==> config.mk <==
export PLATFORM = sky130hd
export DESIGN_NAME = reg_file_sb
export DESIGN_NICKNAME = d
export VERILOG_FILES = /design/src/rtl/reg_file_sb.sv
export SDC_FILE = /design/constraint.sdc
export NUM_CORES = 1
export LEC_CHECK = 0
export ABC_CLOCK_PERIOD_IN_PS = 5200
export CAP_MARGIN = 20
export CORE_UTILIZATION = 25
export DETAILED_ROUTE_END_ITERATION = 12
export GPL_ROUTABILITY_DRIVEN = 0
export PLACE_DENSITY_LB_ADDON = 0.3
export SYNTH_ARGS = -nofsm -noshare
export SYNTH_HDL_FRONTEND = slang
export SYNTH_SLANG_ARGS = --single-unit
==> constraint.sdc <==
create_clock -name clk -period 5.2 [get_ports clk]
set_clock_uncertainty 0.2 [all_clocks]
set_input_delay 0.52 -clock clk [delete_from_list [all_inputs] [get_ports clk]]
set_output_delay 0.52 -clock clk [all_outputs]
set_load 0.005 [all_outputs]
==> src/rtl/reg_file_sb.sv <==
// Register file with two registered read ports, two write ports (C = ALU, D = load,
// D has priority), write-first bypass and a per-register busy scoreboard.

module reg_file_sb_entry #(
  parameter int DATA_W = 16
) (
  input  logic              clk,
  input  logic              rst_n,
  input  logic              we,
  input  logic [DATA_W-1:0] wdata,
  input  logic              set,
  output logic [DATA_W-1:0] data_o,
  output logic              busy_o
);
  logic [DATA_W-1:0] data_q, data_d;
  logic              busy_q, busy_d;

  always_comb begin
    data_d = we ? wdata : data_q;
    // a new reservation outranks a completing write to the same register
    busy_d = set ? 1'b1 : (we ? 1'b0 : busy_q);
  end

  always_ff @(posedge clk or negedge rst_n) begin
    if (!rst_n) begin
      data_q <= '0;
      busy_q <= 1'b0;
    end else begin
      data_q <= data_d;
      busy_q <= busy_d;
    end
  end

  assign data_o = data_q;
  assign busy_o = busy_q;
endmodule

module reg_file_sb_rport #(
  parameter int DATA_W   = 16,
  parameter int ADDR_W   = 4,
  parameter int ZERO_REG = 0,
  localparam int DEPTH   = 1 << ADDR_W
) (
  input  logic                         clk,
  input  logic                         rst_n,
  input  logic                         r_en,
  input  logic [ADDR_W-1:0]            raddr,
  input  logic [DEPTH-1:0][DATA_W-1:0] mem,
  input  logic [DEPTH-1:0]             busy,
  input  logic                         wc_ok,
  input  logic [ADDR_W-1:0]            rc,
  input  logic [DATA_W-1:0]            dataC,
  input  logic                         wd_ok,
  input  logic [ADDR_W-1:0]            rd,
  input  logic [DATA_W-1:0]            dataD,
  input  logic                         rs_ok,
  input  logic [ADDR_W-1:0]            res_addr,
  output logic [DATA_W-1:0]            data_o,
  output logic                         busy_o
);
  logic [DATA_W-1:0] data_q, data_d;
  logic              busy_q, busy_d;

  // Captured values reflect the register state as it stands after this edge.
  always_comb begin
    data_d = mem[raddr];
    busy_d = busy[raddr];
    if (wc_ok && rc == raddr) begin
      data_d = dataC;
      busy_d = 1'b0;
    end
    if (wd_ok && rd == raddr) begin
      data_d = dataD;
      busy_d = 1'b0;
    end
    if (rs_ok && res_addr == raddr) busy_d = 1'b1;
    if (ZERO_REG != 0 && raddr == '0) begin
      data_d = '0;
      busy_d = 1'b0;
    end
  end

  always_ff @(posedge clk or negedge rst_n) begin
    if (!rst_n) begin
      data_q <= '0;
      busy_q <= 1'b0;
    end else if (r_en) begin
      data_q <= data_d;
      busy_q <= busy_d;
    end
  end

  assign data_o = data_q;
  assign busy_o = busy_q;
endmodule

module reg_file_sb #(
  parameter int DATA_W   = 16,
  parameter int ADDR_W   = 4,
  parameter int ZERO_REG = 0
) (
  input  logic              clk,
  input  logic              rst_n,
  input  logic              r_en,
  input  logic [ADDR_W-1:0] ra,
  input  logic [ADDR_W-1:0] rb,
  output logic [DATA_W-1:0] dataA,
  output logic [DATA_W-1:0] dataB,
  output logic              busyA,
  output logic              busyB,
  input  logic              w_en,
  input  logic [ADDR_W-1:0] rc,
  input  logic [DATA_W-1:0] dataC,
  input  logic              w2_en,
  input  logic [ADDR_W-1:0] rd,
  input  logic [DATA_W-1:0] dataD,
  input  logic              res_en,
  input  logic [ADDR_W-1:0] res_addr
);
  localparam int DEPTH = 1 << ADDR_W;

  logic                         wc_ok, wd_ok, rs_ok;
  logic [DEPTH-1:0][DATA_W-1:0] mem;
  logic [DEPTH-1:0]             busy;
  logic [1:0][ADDR_W-1:0]       raddr;
  logic [1:0][DATA_W-1:0]       rdata;
  logic [1:0]                   rbusy;

  // Register 0 is hard-wired when ZERO_REG is set: qualify every update to it away.
  assign wc_ok = w_en   && !(ZERO_REG != 0 && rc       == '0);
  assign wd_ok = w2_en  && !(ZERO_REG != 0 && rd       == '0);
  assign rs_ok = res_en && !(ZERO_REG != 0 && res_addr == '0);

  for (genvar i = 0; i < DEPTH; i++) begin : g_reg
    logic hit_c, hit_d;
    assign hit_c = wc_ok && rc == ADDR_W'(i);
    assign hit_d = wd_ok && rd == ADDR_W'(i);

    reg_file_sb_entry #(.DATA_W(DATA_W)) u_entry (
      .clk    (clk),
      .rst_n  (rst_n),
      .we     (hit_c | hit_d),
      .wdata  (hit_d ? dataD : dataC),
      .set    (rs_ok && res_addr == ADDR_W'(i)),
      .data_o (mem[i]),
      .busy_o (busy[i])
    );
  end

  assign raddr = {rb, ra};

  for (genvar p = 0; p < 2; p++) begin : g_rport
    reg_file_sb_rport #(
      .DATA_W   (DATA_W),
      .ADDR_W   (ADDR_W),
      .ZERO_REG (ZERO_REG)
    ) u_rport (
      .clk      (clk),
      .rst_n    (rst_n),
      .r_en     (r_en),
      .raddr    (raddr[p]),
      .mem      (mem),
      .busy     (busy),
      .wc_ok    (wc_ok),
      .rc       (rc),
      .dataC    (dataC),
      .wd_ok    (wd_ok),
      .rd       (rd),
      .dataD    (dataD),
      .rs_ok    (rs_ok),
      .res_addr (res_addr),
      .data_o   (rdata[p]),
      .busy_o   (rbusy[p])
    );
  end

  assign dataA = rdata[0];
  assign dataB = rdata[1];
  assign busyA = rbusy[0];
  assign busyB = rbusy[1];
endmodule

Yosys cells after proc, flatten, opt, wreduce, memory -nomap -nowiden

Cells that the tools add are included.

Multiplexer cells: 66
Equality and inequality tests: 51
Magnitude comparators: 2
Bitwise logic cells: 16
Reduce and logical (&&, ||, !) cells: 73

Operator list:

| cell                 | count |
|---|---|
| $mux W16             | 22 |
| $bmux W16 S4         | 2 |
| $eq A4 B4 Y1 const B | 24 |
| $logic_and A1 B1 Y1  | 54 |
| $eq A4 B3 Y1 const B | 12 |
| $mux W1              | 40 |
| $reduce_bool A2 Y1   | 16 |
| $eq A4 B2 Y1 const B | 6 |
| $eq A4 B4 Y1         | 6 |
| $or A1 B1 Y1         | 16 |
| $eq A4 B1 Y1 const B | 3 |
| $logic_not A4 Y1     | 3 |
| $lt A4 B5 Y1 const B | 2 |
| $bmux W1 S4          | 2 |

Input port bits: 58
Output and inout bits: 34
Register bits after elaboration: 306
Word-level logic and storage cells: 244

Longest topological paths before layout

Word-level depth: 5
Mapped depth: 9

Cells and area by module

A second synthesis with hierarchy kept.

Cell total of the unflattened synthesis: 1,531
Area, all modules: 20,812.5 um^2

By module, submodules not included:

| module            | cells each | area each (um^2) | times used |
|---|---|---|---|
| reg_file_sb_entry | 37         | 681.9            | 16 |
| reg_file_sb_rport | 279        | 3,193.1          | 2 |
| reg_file_sb       | 381        | 3,515.9          | 1 |

Worst setup path after synthesis

Ideal clock, no wire load.

Path kind: input to register
Start: input rb[1]
End: register g_rport[1].u_rport.data_q[10]
Buffers on the path: 3
Setup time: 0.123 ns
Data required time: 4.877 ns
Arrival: 2.131 ns
Cell stages on the path: 6
Setup slack: 2.746 ns
Cells stage by stage: clkbuf_1 -> buf_2 -> buf_2 -> mux4_2 -> mux4_2 -> o221a_1

Cells in the longest elaborated chain, start to end: 4
Elaborated cells on any way between the ends: 8
Those cells by class: 2 x eq/ne; 4 x mux; 2 x reduce/logical

RTL lines:

| element                                                                      | RTL line | RTL |
|---|---|---|
| start: declaration                                                           | 106      | `input logic [ADDR_W-1:0] rb,` |
| $bmux W16 S4 / $eq A4 B4 Y1 (equally long branches)                          | 66, 68   |  |
| $mux W16 (not written as such) / $logic_and A1 B1 Y1 (equally long branches) | 66, 68   |  |
| $mux W16                                                                     | 68       | `if (wc_ok && rc == raddr) begin` |
| $mux W16 (*)                                                                 | 72       | `if (wd_ok && rd == raddr) begin` |
| end signal: assignment                                                       | 88       | `data_q <= data_d;` |
| end: declaration                                                             | 61       | `logic [DATA_W-1:0] data_q, data_d;` |

Mark *: on every way between the ends. The rest lies on a longest branch, timed or not. The select of a mux whose other input is x is not followed.
A chain may end at the register's enable or synchronous reset.

Final worst setup path

Start: input ra[3]
End: register g_rport[0].u_rport.busy_q

Cells in the longest elaborated chain, start to end: 5
Elaborated cells on any way between the ends: 11
Those cells by class: 3 x eq/ne; 5 x mux; 3 x reduce/logical

RTL lines:

| element                                                                     | RTL line | RTL |
|---|---|---|
| start: declaration                                                          | 105      | `input logic [ADDR_W-1:0] ra,` |
| $bmux W1 S4 / $eq A4 B4 Y1 (equally long branches)                          | 67, 68   |  |
| $mux W1 (not written as such) / $logic_and A1 B1 Y1 (equally long branches) | 67, 68   |  |
| $mux W1                                                                     | 68       |  |
| $mux W1                                                                     | 72       |  |
| $mux W1 (*)                                                                 | 76       | `if (rs_ok && res_addr == raddr) busy_d = 1'b1;` |
| end signal: assignment                                                      | 89       | `busy_q <= busy_d;` |
| end: declaration                                                            | 62       | `logic busy_q, busy_d;` |

Marked as above.

==> run_results.csv <==
group,metric,value,unit
finish,most-common-layout-cells,"mux2i_1, dfrtp_1, nor2_1, a21oi_1, nand2_1",
setup_path,worstPathArrival,3.43,ns
logic_synthesis,syn_avg_cell_area,10.4,um^2
logic_synthesis,syn_nets,1906,
global_routing,grt_pass1_vias,14800,
setup_path,crit_slowest_cell,"clkdlybuf4s50_1",
logic_synthesis,synth_area,19200,um^2
floorplan,die_h,279,um
timing,tns,0,ns
global_routing,grt_max_degree,112,
finish,mostFrequentLayoutCell,"mux2i_1",
clocking,cts.sinks,306,
timing,setup_viol_count_final,0,
timing,fin_crit,3.22,ns
setup_path,startpoint_type,"input pin",
timing,hold_violations,0,
timing,fmax,311,MHz
power_and_ir_drop,p_per_area,365,nW/um^2
setup_path,end_kind,"flop",
global_routing,grt_pass1_wl,106,mm
setup_path,critPathMaxStageDelay,0.84,ns
power_and_ir_drop,swShare,0.309,
timing,rsz0062_at_grt,"no",
power_and_ir_drop,p_int,5540,uW
logic_synthesis,netlist-cell-type-count,47,
setup_path,timing.critical_path.mode_cell,"buf_4",
timing,period_share,0.618,
setup_path,crit_type,"in2reg",
logic_synthesis,yosysSeqAreaShare,0.399,
logic_synthesis,synthCells,1848,
floorplan,start_util,0.252,
logic_synthesis,synth_edf_count,0,
status,status,"finished, final reports clean",
logic_synthesis,yosys_warnings,0,
logic_synthesis,synth-seq-cells,306,
finish,fill_cells,7784,
power_and_ir_drop,switchingPower,2480,uW
logic_synthesis,synth_ff_type,"dfrtp_1",
floorplan,ioPinCount,92,
power_and_ir_drop,ir_drop,188,uV
floorplan,core.rowCount,101,
detailed_routing,wl_per_cell,25.2,um
finish,fin_util,0.290,
setup_path,required,5.41,ns
worst_hold_path,hold_class,"reg2reg",
power_and_ir_drop,clockPowerShare,0.309,
finish,synthToLayoutAreaGrowth,14.7,%
power_and_ir_drop,power_frac_seq,0.433,
clocking,cts_buffers,37,
clocking,htreeDepth,2,
detailed_routing,first_pass_iters,5,
detailed_routing,drt-initial-drc-count,1602,
detailed_routing,via_per_inst,5.21,
timing,drv_slew,0,
floorplan,dieArea,77800,um^2
placed_design,port_buffers,91,
timing,slew_headroom,0.256,
power_and_ir_drop,p_leak,0.00888,uW
detailed_routing,wl,72.1,mm
power_and_ir_drop,pwr-share-comb,0.258,
finish,drive_above_1_share,0.138,
floorplan,coreArea,75900,um^2
detailed_routing,drcViolationCount,0,
global_routing,grt_overflow,0,
detailed_routing,route.vias.total,14900,
global_routing,grt_usage,0.185,
setup_path,crit_chain,"clkdlybuf4s50_1 -> xor2_1 -> nor3_2 -> buf_4 -> and2_1 -> buf_4 -> nor3b_2 -> buf_4 -> a221o_1",
global_routing,antenna_found_initial,10,
clocking,cts_root_buf,"clkbuf_16",
clocking,clockBufferDepth,3,
clocking,cts_setup_buffers,0,
clocking,clk_pin_slew,0.06,ns
floorplan,die_w,279,um
timing,tightestPinTransition,1.12,ns
job,cap_violations,0,
setup_path,path_max_fanout,17,
clocking,cts_tree,"built",
logic_synthesis,ys_async_sr_fraction,1.00,
placed_design,dp_hpwl,46.7,mm
clocking,clk-insertion-delay-late,0.53,ns
finish,layout.nets,1871,
detailed_routing,postRouteAntennaNets,0,
-- final cells by class --
class	count	area (um^2)	area share
multi-input combinational	1294	10500	0.476
sequential	306	7660	0.348
timing repair buffer	147	1350	0.0615
tap	1030	1290	0.0586
clock buffer	52	1050	0.0478
inverter	27	101	0.00461
clock inverter	7	62.6	0.00284
antenna	2	5.00	0.000228
-- cell usage after synthesis (6+ instances only) --
library cell / n / area share
nor2_1: 186 / 0.036
clkbuf_1: 127 / 0.025
a32o_1: 7 / 0.0037
buf_1: 29 / 0.0057
dfrtp_1: 306 / 0.40
and2_1: 9 / 0.0029
xnor2_1: 6 / 0.0027
a21oi_1: 174 / 0.045
nor2b_1: 10 / 0.0033
a22oi_1: 27 / 0.011
a221oi_1: 21 / 0.0096
a31oi_1: 32 / 0.010
buf_4: 8 / 0.0031
o21ai_0: 101 / 0.026
mux4_2: 121 / 0.14
nand2_1: 148 / 0.029
o211a_1: 11 / 0.0057
o221a_1: 15 / 0.0088
nand3_1: 24 / 0.0063
xor2_1: 18 / 0.0082
inv_1: 26 / 0.0051
buf_2: 51 / 0.013
mux2i_1: 321 / 0.17
o31ai_1: 16 / 0.0063
-- cells by family (layout without fill, tap and decap cells) --
family | after synthesis | count (layout) | share of synthesized area
mux | 442 | 442 | 0.310
flops | 306 | 306 | 0.399
other cells | 0 | 2 | 0
simple gates | 406 | 406 | 0.0889
xor+xnor | 24 | 24 | 0.0110
buf+inv | 248 | 233 | 0.0567
compound gates | 422 | 422 | 0.134
-- state kept, by name, indices dropped and copies added, names as in the netlist --
| signal | count |
|---|---|
| g.u_entry.busy_o | 16 |
| g.u_entry.data_o | 256 |
| g_rport.u_rport.busy_o | 2 |
| g_rport.u_rport.data_o | 32 |
-- metal layers --
layer  track usage  routed length (um)  vias up  part of all wire
met5             0                  69        -           0.00096
met4        0.0630                2380       12             0.033
met3        0.0343                4870      149             0.068
met2         0.312               35000      611              0.48
met1         0.237               29800     7474              0.41
li1              -                   -     6675                 -
-- worst paths after layout --
path | start | end | slack (ns) | cells after the start
worst max-delay path | ra[3] | g_rport[0].u_rport.busy_o$_DFFE_PN0P_ | 1.98 | 9
worst min-delay path | g_reg[12].u_entry.busy_o$_DFFE_PN0P_ | g_reg[12].u_entry.busy_o$_DFFE_PN0P_ | 0.32 | 1
worst max register to register | g_reg[15].u_entry.busy_o$_DFFE_PN0P_ | g_rport[0].u_rport.busy_o$_DFFE_PN0P_ | 3.19 | 3
worst min register to register | g_reg[12].u_entry.busy_o$_DFFE_PN0P_ | g_reg[12].u_entry.busy_o$_DFFE_PN0P_ | 0.32 | 1
max in group asynchronous | rst_n | g_reg[4].u_entry.data_o[5]$_DFFE_PN0P_ | 3.09 | 3
min in group asynchronous | rst_n | g_reg[14].u_entry.data_o[1]$_DFFE_PN0P_ | 0.45 | 2
-- power by group through the flow --
stage / clock network (uW) / registers [uW] / logic (uW)
after floorplan: 0 / 3320 / 1470
after global placement: 0 / 3460 / 2030
after detailed placement: 0 / 3500 / 2070
after CTS: 2530 / 3460 / 2070
after global routing: 2620 / 3550 / 2260
final: 2480 / 3470 / 2070
-- per-stage QoR --
| step | total power (uW) | instance area (um^2) | hold slack (ns) | worst slack (ns) | std cells |
|---|---|---|---|---|---|
| after floorplan | 4790 | 19200 | 0.0244 | 2.75 | 1848 |
| after global placement | 5490 | 20900 | 0.298 | 1.44 | 2803 |
| after detailed placement | 5570 | 20900 | 0.305 | 1.47 | 2803 |
| after CTS | 8060 | 22000 | 0.319 | 2.02 | 2863 |
| after global routing | 8420 | 22000 | 0.337 | 1.93 | 2863 |
| final | 8020 | 22000 | 0.318 | 1.98 | 2865 |
-- worst max-delay path: cells and delay by family --
kind / cells / cell delay (ns)
buffers and inverters: 4 / 1.67
AO/OA/AOI/OAI: 1 / 0.30
XOR/XNOR: 1 / 0.32
AND/OR/NAND/NOR: 3 / 0.58
-- timing repair --
action / in CTS / in global routing
gates resized for setup: 0 / 0
hold buffers: 1 / 0
hold endpoints to repair: 98 / 0
(Power assumes the default switching activity.)
